File: src/rtl/mem_bus_ctrl.sv
// mem_bus_ctrl: a CPU-side bus controller that splits accesses between a
// word-wide RAM (1-cycle read latency) and a byte-wide IO window at the top
// of the address space.
// Sequence per access: IDLE -> RAM | IO -> DONE -> IDLE, with a one-cycle
// ready pulse in DONE.
// Optional feature macro: MEM_BUS_ALIGN_CHK_EN. When it is defined, a word
// access to an odd address is rejected with an err pulse. When it is not
// defined there is no err port, and addr[0] is ignored for word accesses.
module mem_bus_ctrl #(
    parameter int unsigned DW      = 16,
    parameter int unsigned AW      = 16,
    parameter int unsigned IO_BASE = 'hFF80,
    parameter int unsigned IO_WAIT = 2
) (
    input  logic          clk,
    input  logic          rst_n,
    // CPU side
    input  logic          req_i,
    input  logic          we_i,
    input  logic          be_i,
    input  logic [AW-1:0] addr_i,
    input  logic [DW-1:0] wdata_i,
    output logic [DW-1:0] rdata_o,
    output logic          ready_o,
`ifdef MEM_BUS_ALIGN_CHK_EN
    output logic          err_o,
`endif
    // RAM side
    output logic [AW-1:0] ram_addr_o,
    output logic [DW-1:0] ram_wdata_o,
    input  logic [DW-1:0] ram_rdata_i,
    output logic [1:0]    ram_be_o,
    output logic          ram_we_o,
    output logic          ram_re_o,
    // IO side
    output logic [2:0]    io_addr_o,
    output logic [7:0]    io_wdata_o,
    input  logic [7:0]    io_rdata_i,
    output logic          io_ce_o,
    output logic          io_we_o,
    output logic          io_re_o
);

    localparam logic [AW-1:0] IO_BASE_A = AW'(IO_BASE);
    localparam logic [3:0]    IO_WAIT_W = 4'(IO_WAIT);

    typedef enum logic [1:0] {
        S_IDLE = 2'd0,
        S_RAM  = 2'd1,
        S_IO   = 2'd2,
        S_DONE = 2'd3
    } state_t;

    state_t        state_q, state_d;
    logic [AW-1:0] addr_q,  addr_d;
    logic          we_q,    we_d;
    logic          be_q,    be_d;
    logic [DW-1:0] wdata_q, wdata_d;
    logic [3:0]    wait_q,  wait_d;
    logic [DW-1:0] rdata_q, rdata_d;
`ifdef MEM_BUS_ALIGN_CHK_EN
    logic          err_q,   err_d;
`endif

    // Read value as the CPU sees it: selected byte lane zero-extended, or the whole word.
    logic [DW-1:0] ram_rd_val;

    // FSM state register; reset returns to IDLE immediately, even mid-access.
    always_ff @(posedge clk or negedge rst_n) begin
        if (!rst_n) begin
            state_q <= S_IDLE;
        end else begin
            state_q <= state_d;
        end
    end

    // Latched request fields, IO wait counter and read-data register.
    always_ff @(posedge clk or negedge rst_n) begin
        if (!rst_n) begin
            addr_q  <= '0;
            we_q    <= 1'b0;
            be_q    <= 1'b0;
            wdata_q <= '0;
            wait_q  <= '0;
            rdata_q <= '0;
`ifdef MEM_BUS_ALIGN_CHK_EN
            err_q   <= 1'b0;
`endif
        end else begin
            addr_q  <= addr_d;
            we_q    <= we_d;
            be_q    <= be_d;
            wdata_q <= wdata_d;
            wait_q  <= wait_d;
            rdata_q <= rdata_d;
`ifdef MEM_BUS_ALIGN_CHK_EN
            err_q   <= err_d;
`endif
        end
    end

    // Byte lane steering for RAM reads: odd byte address is the low lane, even is the high lane.
    always_comb begin
        ram_rd_val = '0;
        if (be_q) begin
            if (addr_q[0]) begin
                ram_rd_val[7:0] = ram_rdata_i[7:0];
            end else begin
                ram_rd_val[7:0] = ram_rdata_i[15:8];
            end
        end else begin
            ram_rd_val = ram_rdata_i;
        end
    end

    // Next-state logic: accept in IDLE, one RAM cycle, IO_WAIT+1 IO cycles, one DONE cycle.
    always_comb begin
        state_d = state_q;
        addr_d  = addr_q;
        we_d    = we_q;
        be_d    = be_q;
        wdata_d = wdata_q;
        wait_d  = wait_q;
        rdata_d = rdata_q;
`ifdef MEM_BUS_ALIGN_CHK_EN
        err_d   = err_q;
`endif
        case (state_q)
            S_IDLE: begin
                if (req_i) begin
                    addr_d  = addr_i;
                    we_d    = we_i;
                    be_d    = be_i;
                    wdata_d = wdata_i;
                    wait_d  = IO_WAIT_W;
`ifdef MEM_BUS_ALIGN_CHK_EN
                    err_d   = 1'b0;
                    // Misaligned word access: complete at once with err, touch nothing.
                    if (!be_i && addr_i[0]) begin
                        state_d = S_DONE;
                        err_d   = 1'b1;
                    end else
`endif
                    if (addr_i >= IO_BASE_A) begin
                        state_d = S_IO;
                    end else begin
                        state_d = S_RAM;
                    end
                end
            end
            S_RAM: begin
                state_d = S_DONE;
                if (!we_q) begin
                    rdata_d = ram_rd_val;
                end
            end
            S_IO: begin
                if (wait_q == 4'd0) begin
                    state_d = S_DONE;
                    if (!we_q) begin
                        rdata_d      = '0;
                        rdata_d[7:0] = io_rdata_i;
                    end
                end else begin
                    wait_d = wait_q - 4'd1;
                end
            end
            S_DONE: begin
                state_d = S_IDLE;
            end
            default: begin
                state_d = S_IDLE;
            end
        endcase
    end

    // Outputs: strobes decoded from state, data paths driven from latched fields.
    always_comb begin
        ram_addr_o  = {1'b0, addr_q[AW-1:1]};
        ram_wdata_o = '0;
        ram_be_o    = 2'b00;
        ram_we_o    = 1'b0;
        ram_re_o    = 1'b0;
        io_addr_o   = addr_q[2:0];
        io_wdata_o  = wdata_q[7:0];
        io_ce_o     = 1'b0;
        io_we_o     = 1'b0;
        io_re_o     = 1'b0;
        ready_o     = 1'b0;
        rdata_o     = rdata_q;
`ifdef MEM_BUS_ALIGN_CHK_EN
        err_o       = 1'b0;
`endif
        // Write data lane placement mirrors the read lane selection.
        if (be_q) begin
            if (addr_q[0]) begin
                ram_wdata_o[7:0]  = wdata_q[7:0];
            end else begin
                ram_wdata_o[15:8] = wdata_q[7:0];
            end
        end else begin
            ram_wdata_o = wdata_q;
        end
        case (state_q)
            S_RAM: begin
                ram_we_o = we_q;
                ram_re_o = !we_q;
                if (be_q) begin
                    ram_be_o = addr_q[0] ? 2'b01 : 2'b10;
                end else begin
                    ram_be_o = 2'b11;
                end
            end
            S_IO: begin
                io_ce_o = 1'b1;
                io_we_o = we_q;
                io_re_o = !we_q;
            end
            S_DONE: begin
                ready_o = 1'b1;
`ifdef MEM_BUS_ALIGN_CHK_EN
                err_o   = err_q;
`endif
            end
            default: begin
                ready_o = 1'b0;
            end
        endcase
    end

endmodule

File: config.mk
export PLATFORM = sky130hd
export DESIGN_NAME = mem_bus_ctrl
export DESIGN_NICKNAME = d
export VERILOG_FILES = /design/src/rtl/mem_bus_ctrl.sv
export SDC_FILE = /design/constraint.sdc
export NUM_CORES = 1
export LEC_CHECK = 0
export ABC_AREA = 1
export BUFFER_PORTS_ARGS = -buffer_cell sky130_fd_sc_hd__buf_2
export CAP_MARGIN = 20
export CORE_ASPECT_RATIO = 0.5
export CORE_MARGIN = 3
export CORE_UTILIZATION = 43
export DETAILED_ROUTE_END_ITERATION = 10
export GPL_TIMING_DRIVEN = 0
export PLACE_DENSITY_LB_ADDON = 0.25
export SYNTH_ARGS = -nofsm -noshare
export SYNTH_HDL_FRONTEND = slang
export SYNTH_SLANG_ARGS = --single-unit
export TNS_END_PERCENT = 50
File: constraint.sdc
create_clock -name clk -period 1.5 [get_ports clk]
set_input_delay 0.075 -clock clk [delete_from_list [all_inputs] [get_ports clk]]
set_output_delay 0.075 -clock clk [all_outputs]
set_load 0.01 [all_outputs]
==> impl_metrics.csv <==
group,metric,value,unit
route,num_vias,2659,
power_and_ir_drop,power_density,2218,nW/um2
logic_synthesis,syn_inst,338,
floorplanning,start_util,46.38,%
route,detail-route-antenna-nets,0,
setup_path,r2r_slack,90,ps
cts,cts_tree,"yes",
outcome,status,"finished clean",
route,drt_pass1_iterations,4,
global_routing,overflow,0,
placement,dp_hpwl,5546,um
placement,post-place-cells,553,
cts,clock_latency,290,ps
global_routing,grt_pass1_wl,11990,um
setup_path,cp_data_required_time,1420,ps
logic_synthesis,synth_cell_types,28,
final_layout,finalNonFillerCells,570,
setup_path,cp_max_fo,10,
setup_path,end_kind,"primary output",
sta,finalHoldViolations,0,
route,routed.top_layer,"met4",
final_layout,drive_above_1_share,44.19,%
floorplanning,rows,20,
final_layout,area_growth,35.83,%
route,wl_per_cell,12.64,um
setup_path,arrival,1340,ps
setup_path,path_class,"reg -> out",
route,wl_met1,3201,um
cts,htree_levels,2,
sta,fmaxAchievable,707.5,MHz
floorplanning,die_h,64.44,um
floorplanning,fp.coreArea,6331,um2
logic_synthesis,syn_avg_cell_area,8.688,um2
cts,clk_pin_slew,70,ps
route,routed_via_density,4.665,
global_routing,grt_pass1_vias,2626,
cts,clockBufferDepth,2,
route,wl_met3,530,um
cts,root_buffer,"clkbuf_16",
logic_synthesis,ys_warn_count,0,
worst_hold_path,worstHoldPathType,"in -> reg",
sta,rsz0062_at_grt,"true",
cts,numCtsBuffers,5,
final_layout,diodes,0,
power_and_ir_drop,switchingPower,3627,uW
global_routing,grt_start_max_net_pins,41,
placement,portBuffers,126,
global_routing,track_usage,18.92,%
power_and_ir_drop,ir_worst_vdd,1.054,mV
power_and_ir_drop,sw_frac_of_total,41.00,%
power_and_ir_drop,p_int,5219,uW
final_layout,fill_cells,570,
floorplanning,dieWidth,122.9,um
logic_synthesis,seq_area_frac_synth,47.72,%
cts,cts.sinks,56,
global_routing,antenna_found_initial,0,
setup_path,start_kind,"flop",
sta,fin_crit,1413,ps
logic_synthesis,syn_area,2937,um2
sta,finalCritPeriodShare,94.23,%
power_and_ir_drop,seqPwrFrac,29.3,%
power_and_ir_drop,pwr-share-comb,55.7,%
sta,setup_viol,0,
route,drc,0,
route,initialDrtViolationCount,82,
power_and_ir_drop,pwr-share-clk,15.1,%
sta,finalClockSkew,4.250,ps
logic_synthesis,ys_seq_elements,56,
logic_synthesis,syn-num-nets,406,
floorplanning,die-area,7917,um2
power_and_ir_drop,total_leakage_power,0.002228,uW
floorplanning,ioPinCount,128,
placement,place_congestion,0.8136,
final_layout,finalNetCount,549,
flow_run,cap_violations,0,
power_and_ir_drop,fin_total_pwr,8847,uW
sta,finalMaxSlewViolations,0,
route,wl_met2,3432,um
route,totalWireLength,7205,um
registers in the layout, summed over array words and instances, names as in the netlist:
signal   cells
addr_q      16
be_q         1
rdata_o     16
state_q      2
wait_q       4
wdata_q     16
we_q         1
power groups by stage:
stage                     logic (uW)  registers, uW  clock network [uW]
after floorplan                 2950           2760                   0
after global placement          4590           2600                   0
after detailed placement        4670           2620                   0
after CTS                       4810           2590                1360
after global routing            5510           2690                1440
final                           4920           2590                1330
worst max-delay path: stages, from the launching register on:
cell and delay, ps:
dfrtp_1 390, inv_2 90, ha_4 180, inv_4 50
buf_6 130, nor2_2 70, buf_2 130
routing by layer:
layer  GRT usage (%)  vias up
met1           23.61     1244
met2           32.63       74
li1                -     1337
met5               0        -
met3           5.929        4
met4           3.626        0
final timing paths:
check | start | to | cells past startpoint
max in group asynchronous | rst_n | state_q[1]$_DFFE_PN0P_ | 3
hold reg to reg | rdata_o[12]$_DFFE_PN0P_ | rdata_o[12]$_DFFE_PN0P_ | 2
setup / recovery | state_q[0]$_DFFE_PN0P_ | io_re_o | 6
setup reg to reg | state_q[1]$_DFFE_PN0P_ | addr_q[12]$_DFFE_PN0P_ | 5
hold / removal | we_i | we_q$_DFFE_PN0P_ | 2
min in group asynchronous | rst_n | rdata_o[0]$_DFFE_PN0P_ | 2
cells in the final DEF, fill, tap and decap left out, drive strengths merged:
master	instances
a21oi	19
buf	158
bufinv	1
clkbuf	7
conb	1
dfrtp	56
dlygate4sd3	1
ha	7
inv	41
mux2	16
nand2	94
nand3	14
nand3b	8
nand4	1
nor2	35
o21ai	13
o22ai	8
or2	2
Yosys cell counts (all sizes together):
library cell	instances	share of area [%]
or2	2	0.43
nand3b	8	2.0
buf	23	6.2
mux2	16	6.1
inv	40	5.3
dfrtp	56	48
ha	7	3.0
o21ai	13	3.2
clkbuf	1	0.13
nor2	35	4.6
a21oi	19	3.6
nand4	1	0.21
o22ai	8	1.7
nand2	94	13
nand3	14	2.8
conb	1	0.13
cell families (layout without fill, tap and decap cells):
group / count (synthesis) / count (layout) / share of synthesized area (%)
other cells: 1 / 1 / 0.1277
fa+ha+maj: 7 / 7 / 2.982
buf+inv: 64 / 208 / 11.63
flops: 56 / 56 / 47.72
compound gates: 40 / 40 / 8.564
mux: 16 / 16 / 6.135
simple gates: 154 / 154 / 22.84
per-stage QoR:
| stage | TNS (ps) | cell area (um2) | hold WS, ps | setup WS (ps) | util (%) |
|---|---|---|---|---|---|
| after floorplan | 0 | 2937 | -220.6 | 12.20 | - |
| after CTS | -30.70 | 3924 | 7.162 | -29.48 | 61.98 |
| after global routing | -21.29 | 3989 | 14.81 | -18.25 | 63.00 |
| after detailed placement | -2771 | 3697 | 29.13 | -121.8 | 58.40 |
| final | 0 | 3989 | 10.70 | 86.56 | 63.00 |
| after global placement | -1369 | 3677 | 308.6 | -84.27 | 58.08 |
final cells by class:
| cell class | instances | area (um2) | share of cell area (%) |
|---|---|---|---|
| sequential | 56 | 1403 | 35.16 |
| inverter | 40 | 157.7 | 3.952 |
| multi-input combinational | 218 | 1229 | 30.80 |
| clock buffer | 6 | 128.9 | 3.231 |
| buffer | 22 | 186.4 | 4.674 |
| tap | 88 | 110.1 | 2.760 |
| clock inverter | 2 | 38.79 | 0.9724 |
| timing repair buffer | 138 | 735.7 | 18.44 |
what timing repair did:
action | 4_1_cts | 5_1_grt
hold endpoints to repair | 16 | 0
pin swaps | 0 | 3
hold buffers | 1 | 0
setup endpoints to repair | 57 | 62
cloned | 0 | 0
setup buffers | 3 | 7
resized for setup | 11 | 9
No activity file was read; power rests on OpenSTA's default activity.
